==> config.mk <==
export PLATFORM = sky130hd
export DESIGN_NAME = spi_slave_param_flat
export DESIGN_NICKNAME = d
export VERILOG_FILES = /design/src/rtl/spi_slave_param_if.sv /design/src/rtl/spi_slave_param.sv /design/src/flat_wrapper.sv
export SDC_FILE = /design/constraint.sdc
export NUM_CORES = 1
export LEC_CHECK = 0
export CAP_MARGIN = 20
export CORE_ASPECT_RATIO = 0.7
export CORE_MARGIN = 5
export CORE_UTILIZATION = 50
export CTS_BUF_LIST = sky130_fd_sc_hd__clkbuf_8
export DETAILED_ROUTE_END_ITERATION = 16
export DONT_BUFFER_PORTS = 1
export HOLD_SLACK_MARGIN = 0.06
export MAX_ROUTING_LAYER = met4
export PLACE_DENSITY = 0.71
export SETUP_SLACK_MARGIN = 0.05
export SLEW_MARGIN = 20
export SYNTH_ARGS = -nofsm -noshare
export SYNTH_HDL_FRONTEND = slang
export SYNTH_SLANG_ARGS = --single-unit
==> constraint.sdc <==
create_clock -name clk -period 1.7 [get_ports clk]
set_input_delay 0.34 -clock clk [delete_from_list [all_inputs] [get_ports clk]]
set_output_delay 0.34 -clock clk [all_outputs]
set_load 0.02 [all_outputs]
==> src/rtl/spi_slave_param_if.sv <==
// Bus bundle for spi_slave_param: SPI pins plus the RAM-side rx/tx handshake.
// The err member and its modport entries exist only when SPI_SLV_ERR_EN is defined.
interface spi_slave_param_if #(
    parameter int DATA_W = 8
);
    logic              SS_n;
    logic              MOSI;
    logic              MISO;
    logic [DATA_W-1:0] tx_data;
    logic              tx_valid;
    logic [DATA_W+1:0] rx_data;
    logic              rx_valid;
    logic              busy;
`ifdef SPI_SLV_ERR_EN
    logic              err;
`endif

    modport slave (
`ifdef SPI_SLV_ERR_EN
        output err,
`endif
        input  SS_n, MOSI, tx_data, tx_valid,
        output rx_data, rx_valid, MISO, busy
    );

    modport master (
`ifdef SPI_SLV_ERR_EN
        input  err,
`endif
        output SS_n, MOSI, tx_data, tx_valid,
        input  rx_data, rx_valid, MISO, busy
    );
endinterface

==> src/rtl/spi_slave_param.sv <==
// Parametrised SPI slave front-end: {cmd, payload} frames in on MOSI, RAM read data out on MISO.
// Optional SPI_SLV_ERR_EN adds a one-cycle err pulse on abort or read-data-without-address.
module spi_slave_param #(
    parameter int DATA_W = 8
) (
    input  logic              clk,
    input  logic              rst_n,
    spi_slave_param_if.slave  bus
);
    localparam int CW = $clog2(DATA_W + 3);

    typedef enum logic [2:0] {IDLE, RX, TX_WAIT, TX, DONE} state_t;

    state_t            cs, ns;
    logic [CW-1:0]     cnt, cnt_nxt;
    logic [DATA_W:0]   rx_shift, rx_shift_nxt;
    logic [DATA_W-2:0] tx_shift, tx_shift_nxt;
    logic [DATA_W+1:0] rx_data_q, rx_data_nxt, word;
    logic [1:0]        cmd;
    logic              rx_valid_q, rx_valid_nxt;
    logic              miso_q, miso_nxt;
    logic              pend_q, pend_nxt;
`ifdef SPI_SLV_ERR_EN
    logic              err_q, err_nxt;
`endif

    assign word = {rx_shift, bus.MOSI};
    assign cmd  = word[DATA_W+1 -: 2];

    always_comb begin
        ns           = cs;
        cnt_nxt      = cnt;
        rx_shift_nxt = rx_shift;
        tx_shift_nxt = tx_shift;
        rx_data_nxt  = rx_data_q;
        rx_valid_nxt = 1'b0;
        miso_nxt     = miso_q;
        pend_nxt     = pend_q;
`ifdef SPI_SLV_ERR_EN
        err_nxt      = 1'b0;
`endif
        case (cs)
            IDLE: begin
                miso_nxt = 1'b0;
                if (!bus.SS_n) begin
                    ns      = RX;
                    cnt_nxt = CW'(DATA_W + 2);
                end
            end
            RX: begin
                if (bus.SS_n) begin
                    ns       = IDLE;
                    miso_nxt = 1'b0;
`ifdef SPI_SLV_ERR_EN
                    err_nxt  = 1'b1;
`endif
                end else begin
                    rx_shift_nxt = word[DATA_W:0];
                    cnt_nxt      = cnt - CW'(1);
                    if (cnt == CW'(1)) begin
                        ns = DONE;
                        if (cmd != 2'b11 || pend_q) begin
                            rx_data_nxt  = word;
                            rx_valid_nxt = 1'b1;
                        end
                        if (cmd == 2'b10)
                            pend_nxt = 1'b1;
                        if (cmd == 2'b11 && pend_q)
                            ns = TX_WAIT;
`ifdef SPI_SLV_ERR_EN
                        if (cmd == 2'b11 && !pend_q)
                            err_nxt = 1'b1;
`endif
                    end
                end
            end
            TX_WAIT: begin
                if (bus.SS_n) begin
                    ns       = IDLE;
                    miso_nxt = 1'b0;
`ifdef SPI_SLV_ERR_EN
                    err_nxt  = 1'b1;
`endif
                end else if (bus.tx_valid) begin
                    // MSB goes straight to MISO; only the remaining bits are kept for shifting
                    miso_nxt     = bus.tx_data[DATA_W-1];
                    tx_shift_nxt = bus.tx_data[DATA_W-2:0];
                    cnt_nxt      = CW'(DATA_W - 1);
                    ns           = TX;
                end
            end
            TX: begin
                if (bus.SS_n) begin
                    ns       = IDLE;
                    miso_nxt = 1'b0;
                    pend_nxt = 1'b0;
`ifdef SPI_SLV_ERR_EN
                    err_nxt  = 1'b1;
`endif
                end else if (cnt != '0) begin
                    miso_nxt     = tx_shift[DATA_W-2];
                    tx_shift_nxt = {tx_shift[DATA_W-3:0], 1'b0};
                    cnt_nxt      = cnt - CW'(1);
                end else begin
                    pend_nxt = 1'b0;
                    ns       = DONE;
                end
            end
            DONE: begin
                miso_nxt = 1'b0;
                if (bus.SS_n)
                    ns = IDLE;
            end
            default: ns = IDLE;
        endcase
    end

    always_ff @(posedge clk) begin
        if (!rst_n) begin
            cs         <= IDLE;
            cnt        <= '0;
            rx_shift   <= '0;
            tx_shift   <= '0;
            rx_data_q  <= '0;
            rx_valid_q <= 1'b0;
            miso_q     <= 1'b0;
            pend_q     <= 1'b0;
`ifdef SPI_SLV_ERR_EN
            err_q      <= 1'b0;
`endif
        end else begin
            cs         <= ns;
            cnt        <= cnt_nxt;
            rx_shift   <= rx_shift_nxt;
            tx_shift   <= tx_shift_nxt;
            rx_data_q  <= rx_data_nxt;
            rx_valid_q <= rx_valid_nxt;
            miso_q     <= miso_nxt;
            pend_q     <= pend_nxt;
`ifdef SPI_SLV_ERR_EN
            err_q      <= err_nxt;
`endif
        end
    end

    assign bus.rx_data  = rx_data_q;
    assign bus.rx_valid = rx_valid_q;
    assign bus.MISO     = miso_q;
    assign bus.busy     = (cs != IDLE);
`ifdef SPI_SLV_ERR_EN
    assign bus.err      = err_q;
`endif
endmodule
==> src/flat_wrapper.sv <==
// flat-port wrapper written by rule: the top's interface ports become plain ports
module spi_slave_param_flat 
#(
    parameter int DATA_W = 8
)
  (clk, rst_n, bus_SS_n, bus_MOSI, bus_tx_data, bus_tx_valid, bus_rx_data, bus_rx_valid, bus_MISO, bus_busy);
  spi_slave_param_if #(.DATA_W(DATA_W)) bus_i ();
  input  logic clk;
  input  logic rst_n;
  input wire logic [$bits(bus_i.SS_n)-1:0] bus_SS_n;
  input wire logic [$bits(bus_i.MOSI)-1:0] bus_MOSI;
  input wire logic [$bits(bus_i.tx_data)-1:0] bus_tx_data;
  input wire logic [$bits(bus_i.tx_valid)-1:0] bus_tx_valid;
  output wire logic [$bits(bus_i.rx_data)-1:0] bus_rx_data;
  output wire logic [$bits(bus_i.rx_valid)-1:0] bus_rx_valid;
  output wire logic [$bits(bus_i.MISO)-1:0] bus_MISO;
  output wire logic [$bits(bus_i.busy)-1:0] bus_busy;
  assign bus_i.SS_n = bus_SS_n;
  assign bus_i.MOSI = bus_MOSI;
  assign bus_i.tx_data = bus_tx_data;
  assign bus_i.tx_valid = bus_tx_valid;
  assign bus_rx_data = bus_i.rx_data;
  assign bus_rx_valid = bus_i.rx_valid;
  assign bus_MISO = bus_i.MISO;
  assign bus_busy = bus_i.busy;
  spi_slave_param #(.DATA_W(DATA_W)) u_core (.clk(clk), .rst_n(rst_n), .bus(bus_i));
endmodule
======== Word level (Yosys, flattened, before mapping) ========
Index checks and enable logic that the tools add are counted.
cells by class
  $add $sub $neg .......................... 1
  bitwise logic cells ..................... 4
  mux-type cells .......................... 35
  eq/ne operators ......................... 22
  reductions and logical operators ........ 18
operators with widths
  operator             count
  $mux 7               4
  $mux 3               9
  $mux 4               6
  $ne 2x2->1 const B   8
  $pmux 4 s4           1
  $pmux 3 s5           1
  $reduce_and 5->1     3
  $pmux 7 s2           1
  $reduce_bool 4->1    3
  $mux 1               11
  $reduce_and 4->1     2
  $reduce_and 7->1     1
  $eq 3x2->1 const B   2
  $ne 2x1->1 const B   3
  $ne 3x2->1 const B   2
  $ne 3x3->1 const B   2
  $eq 2x2->1 const B   2
  $eq 4x1->1 const B   1
  $not 1->1            4
  $pmux 1 s4           1
  $reduce_bool 2->1    2
  $reduce_or 4->1      1
  $sub 4x1->4 const B  1
  $eq 3x1->1 const B   1
  other kinds (8)      8
storage, ports and cells
  register bits ........................... 36
  output and inout port bits .............. 13
  word-level logic and storage cells ...... 88
  bits of input ports ..................... 13

======== Logic depth before layout (Yosys ltp) ========
  depth after elaboration ................. 6
  depth in mapped cells ................... 7
  mapped depth without buffers ............ 6

======== Worst setup path after synthesis ========
OpenSTA, ideal clock, no wires.
  kind .................................... flip-flop to flip-flop
  start ................................... reg u_core.cnt[0]
  end ..................................... reg u_core.tx_shift[4]
  cell stages (with the launch flop) ...... 8
  setup time .............................. 0.079 ns
  path buffers ............................ 1
  clock period less this slack ............ 1.754 ns
  required time ........................... 1.621 ns
  path slack .............................. -0.054 ns
  arrival ................................. 1.674 ns
  cell sequence ........................... dfxtp_1 inv_1 ha_1 nor3b_2 a2111oi_4 buf_4 nor2_1 a211oi_2
on the way
  cells in the longest elaborated chain, start to end .. 3
RTL lines
  what                               line                    RTL
  from (decl)                        spi_slave_param.sv:15   logic [CW-1:0] cnt, cnt_nxt;
  from (signal assigned)             spi_slave_param.sv:133  cnt <= cnt_nxt;
  $reduce_bool 4->1                  spi_slave_param.sv:100  end else if (cnt != '0) begin
  $ne 2x1->1 (no source line)        -
  $reduce_and 5->1 (no source line)  -
  to (signal assigned)               spi_slave_param.sv:135  tx_shift <= tx_shift_nxt;
  to (decl)                          spi_slave_param.sv:17   logic [DATA_W-2:0] tx_shift, tx_shift_nxt;
Every way passes these cells.
A chain may end at the register's enable or synchronous reset.

======== Worst setup path in the final report ========
  start ................................... reg u_core.cnt[1]
  end ..................................... reg u_core.cnt[2]
on the way
  cells in the longest elaborated chain, start to end .. 4
  elaborated cells between the ends (all ways) .. 8
  classes of those cells .................. add/sub: 1; eq/ne: 1; mux: 4; reduce/logical: 2
RTL lines
  what         line                                           RTL
  $sub 4x1->4  spi_slave_param.sv:59, spi_slave_param.sv:103
  $mux 4       spi_slave_param.sv:100
  $mux 4       spi_slave_param.sv:93                          if (bus.SS_n) begin
  $pmux 4 s4   spi_slave_param.sv:42                          case (cs)
Several ways; a longest one is shown, not always the timed one. The select of a mux whose other input is x is not followed.

==> impl_metrics.env <==
export IMPL_outcome="complete, no violations"
export IMPL_whs_endpoint="u_core.rx_shift[0]"
export IMPL_max_cap_violations=0
export IMPL_layout_commonest_cell="dfxtp_1"
export IMPL_htree_levels=2
export IMPL_clkSinkCount=36
export IMPL_worstSkewPairLatency_ns=0.28
export IMPL_cts_buffers=5
export IMPL_powerDensity_mw_per_mm2=813
export IMPL_whs_ns=0.184
export IMPL_async_flop_share=0
export IMPL_portBuffers=0
export IMPL_drc=0
export IMPL_rsz0062_at_grt="true"
export IMPL_grt_pass1_wl_um=5950
export IMPL_die_h_um=59.2
export IMPL_max_slew_margin_rel=0.670
export IMPL_die_area_sq_mm=0.00474
export IMPL_r2r_start="u_core.cnt[1]"
export IMPL_synthTopCellsByArea="dfxtp_1, mux2i_1, nor2_1, nand2_1, a21oi_1"
export IMPL_ant_nets=0
export IMPL_final_core_util=0.613
export IMPL_reg2reg_slack_ns=0.09
export IMPL_synth_ff_type="dfxtp_1"
export IMPL_cp_arrival_ns=1.79
export IMPL_post_route_cells_drive_above_1_share=0.224
export IMPL_fillCellCount=299
export IMPL_yosys_cell_types_count=43
export IMPL_synth_cells=189
export IMPL_synth_top_area_frac=0.418
export IMPL_start_kind="flip-flop"
export IMPL_hold_path_class="in -> reg"
export IMPL_skew_ns=0.00316
export IMPL_clkTransAtPathRegs_ns=0.07
export IMPL_rows=17
export IMPL_final_cell_mix="dfxtp_1, nor2_1, nand2_1"
export IMPL_antenna_found_initial=0
export IMPL_cts_tree="done"
export IMPL_period_share=0.949
export IMPL_crit_type="reg -> reg"
export IMPL_synthesis_nets=205
export IMPL_num_antenna_cells=0
export IMPL_drt_iter0_markers=122
export IMPL_area_growth_pct=14.8
export IMPL_first_pass_iters=4
export IMPL_r2r_end="u_core.cnt[2]"
export IMPL_drt_total_wl_um=3660
export IMPL_drt_wirelength_per_cell_um=14.8
export IMPL_io_pins=26
export IMPL_finish_net_count=216
export IMPL_hold_viol_final=0
export IMPL_min_from="bus_MOSI"
export IMPL_setup_viol=0
export IMPL_ys_seq_elements=36
export IMPL_critPathMaxFanout=8
export IMPL_worstHoldPathCells=2
export IMPL_finalSetupTns_ns=0
export IMPL_cts_buffer_depth=2
export IMPL_place_ws_ns=-0.0569
export IMPL_required_ns=1.87
export IMPL_layout_min_cycle_time_ns=1.61
export IMPL_die_w_um=80.2
export IMPL_vias=1393
export IMPL_core_area_sq_mm=0.00323
export IMPL_gp_congestion=0.937
export IMPL_hpwl_um=2670
export IMPL_initial_utilization=0.534
export IMPL_grt_usage=0.165
export IMPL_grt_max_degree=17
export IMPL_setup_ws_ns=0.0859
export IMPL_leakagePower_nw=0.793
export IMPL_via_per_inst=5.62
export IMPL_avgSynthCellArea_sq_um=9.13
export IMPL_drv_slew=0
export IMPL_clock_fmax_mhz=620
export IMPL_irDropWorstVdd_v=0.000741
export IMPL_grt_pass1_vias=1236
export IMPL_yosysTopAreaCell="dfxtp_1"
export IMPL_synth_yosys_warnings=0
export IMPL_synth_edff_count=0
export IMPL_critPathCaptureType="flip-flop"
export IMPL_netlist_area_sq_mm=0.00173
export IMPL_grt_overflow_total=0
export IMPL_reg2reg_depth=6
export IMPL_ctsRootBufferMaster="clkbuf_8"
export IMPL_worstMarginPinSlew_ns=0.494
export IMPL_ys_seq_area_frac=0.418
[how the worst max path moves through the flow]
stage	to	slack, ns	cells after the start	start
6_report	u_core.cnt[2]	0.09	6	u_core.cnt[1]
5_1_grt	u_core.cnt[3]	0.006	6	u_core.cnt[1]
4_1_cts	u_core.cnt[2]	0.04	6	u_core.cnt[0]
3_5_place_dp	u_core.cnt[2]	-0.06	6	u_core.cnt[1]
3_3_place_gp	u_core.cnt[2]	0.03	6	u_core.cnt[1]
2_1_floorplan	u_core.tx_shift[4]	0.06	7	u_core.cnt[0]
[logic make-up (layout without fill, tap and decap cells)]
family | Yosys count | in the layout | synth area share
xor+xnor | 1 | 1 | 0.00508
buf+inv | 18 | 30 | 0.0471
simple gates | 74 | 74 | 0.221
flops | 36 | 36 | 0.418
compound gates | 38 | 38 | 0.177
mux | 19 | 19 | 0.110
fa+ha+maj | 3 | 3 | 0.0218
[sequential cells by signal, summed over array words and instances (netlist names)]
| register | cells |
|---|---|
| u_core.cnt | 4 |
| u_core.bus.rx_valid | 1 |
| u_core.bus.rx_data | 10 |
| u_core.rx_shift | 9 |
| u_core.tx_shift | 7 |
| u_core.bus.MISO | 1 |
| u_core.cs | 3 |
| u_core.pend_q | 1 |
[timing repair]
item | 4_1_cts | 5_1_grt
gates resized for setup | 7 | 4
setup endpoints to repair | 12 | 20
setup buffers | 1 | 2
hold buffers | 0 | 0
pin swaps | 1 | 4
cloned | 0 | 0
[area by class of cell]
class / instances / area [sq um] / share of cell area
clock inverter: 3 / 18.8 / 0.00948
inverter: 5 / 18.8 / 0.00948
sequential: 36 / 726 / 0.366
tap: 47 / 58.8 / 0.0297
clock buffer: 5 / 68.8 / 0.0347
multi-input combinational: 135 / 950 / 0.479
timing repair buffer: 17 / 140 / 0.0708
[synthesized netlist by cell type (4+ instances only)]
cell / count
a21oi_1: 14
buf_2: 8
clkbuf_1: 4
dfxtp_1: 36
inv_1: 5
mux2i_1: 19
nand2_1: 20
nand2b_1: 4
nor2_1: 23
nor3_1: 4
nor3b_1: 4
o21ai_0: 5
[power by group]
| part | leakage (nW) | switching, W | internal (W) |
|---|---|---|---|
| Sequential | 0.292 | 0.0000148 | 0.000853 |
| Clock | 0.0479 | 0.000309 | 0.000285 |
| Combinational | 0.453 | 0.0000812 | 0.0000672 |
[critical path, stage by stage, from the launching register on]
cell,delay [ns]
dfxtp_2,0.34
inv_2,0.06
ha_4,0.15
nor3b_4,0.17
a221oi_4,0.41
o21ai_1,0.12
a32o_1,0.26
[stage by stage]
step	total power [W]	instances	cell area, sq um
floorplan	0.000990	189	1730
global placement	0.00101	237	1850
detailed placement	0.00102	237	1850
CTS	0.00162	246	1950
global route	0.00168	248	1980
finish	0.00161	248	1980
[layer usage]
metal	global-route usage	share of wire	vias to the layer above
met5	-	0	-
met4	0.0313	0	0
met3	0.0653	0.087	0
met2	0.246	0.44	53
met1	0.212	0.47	648
li1	-	-	692
Note: power is estimated with default switching activity, not from simulation.
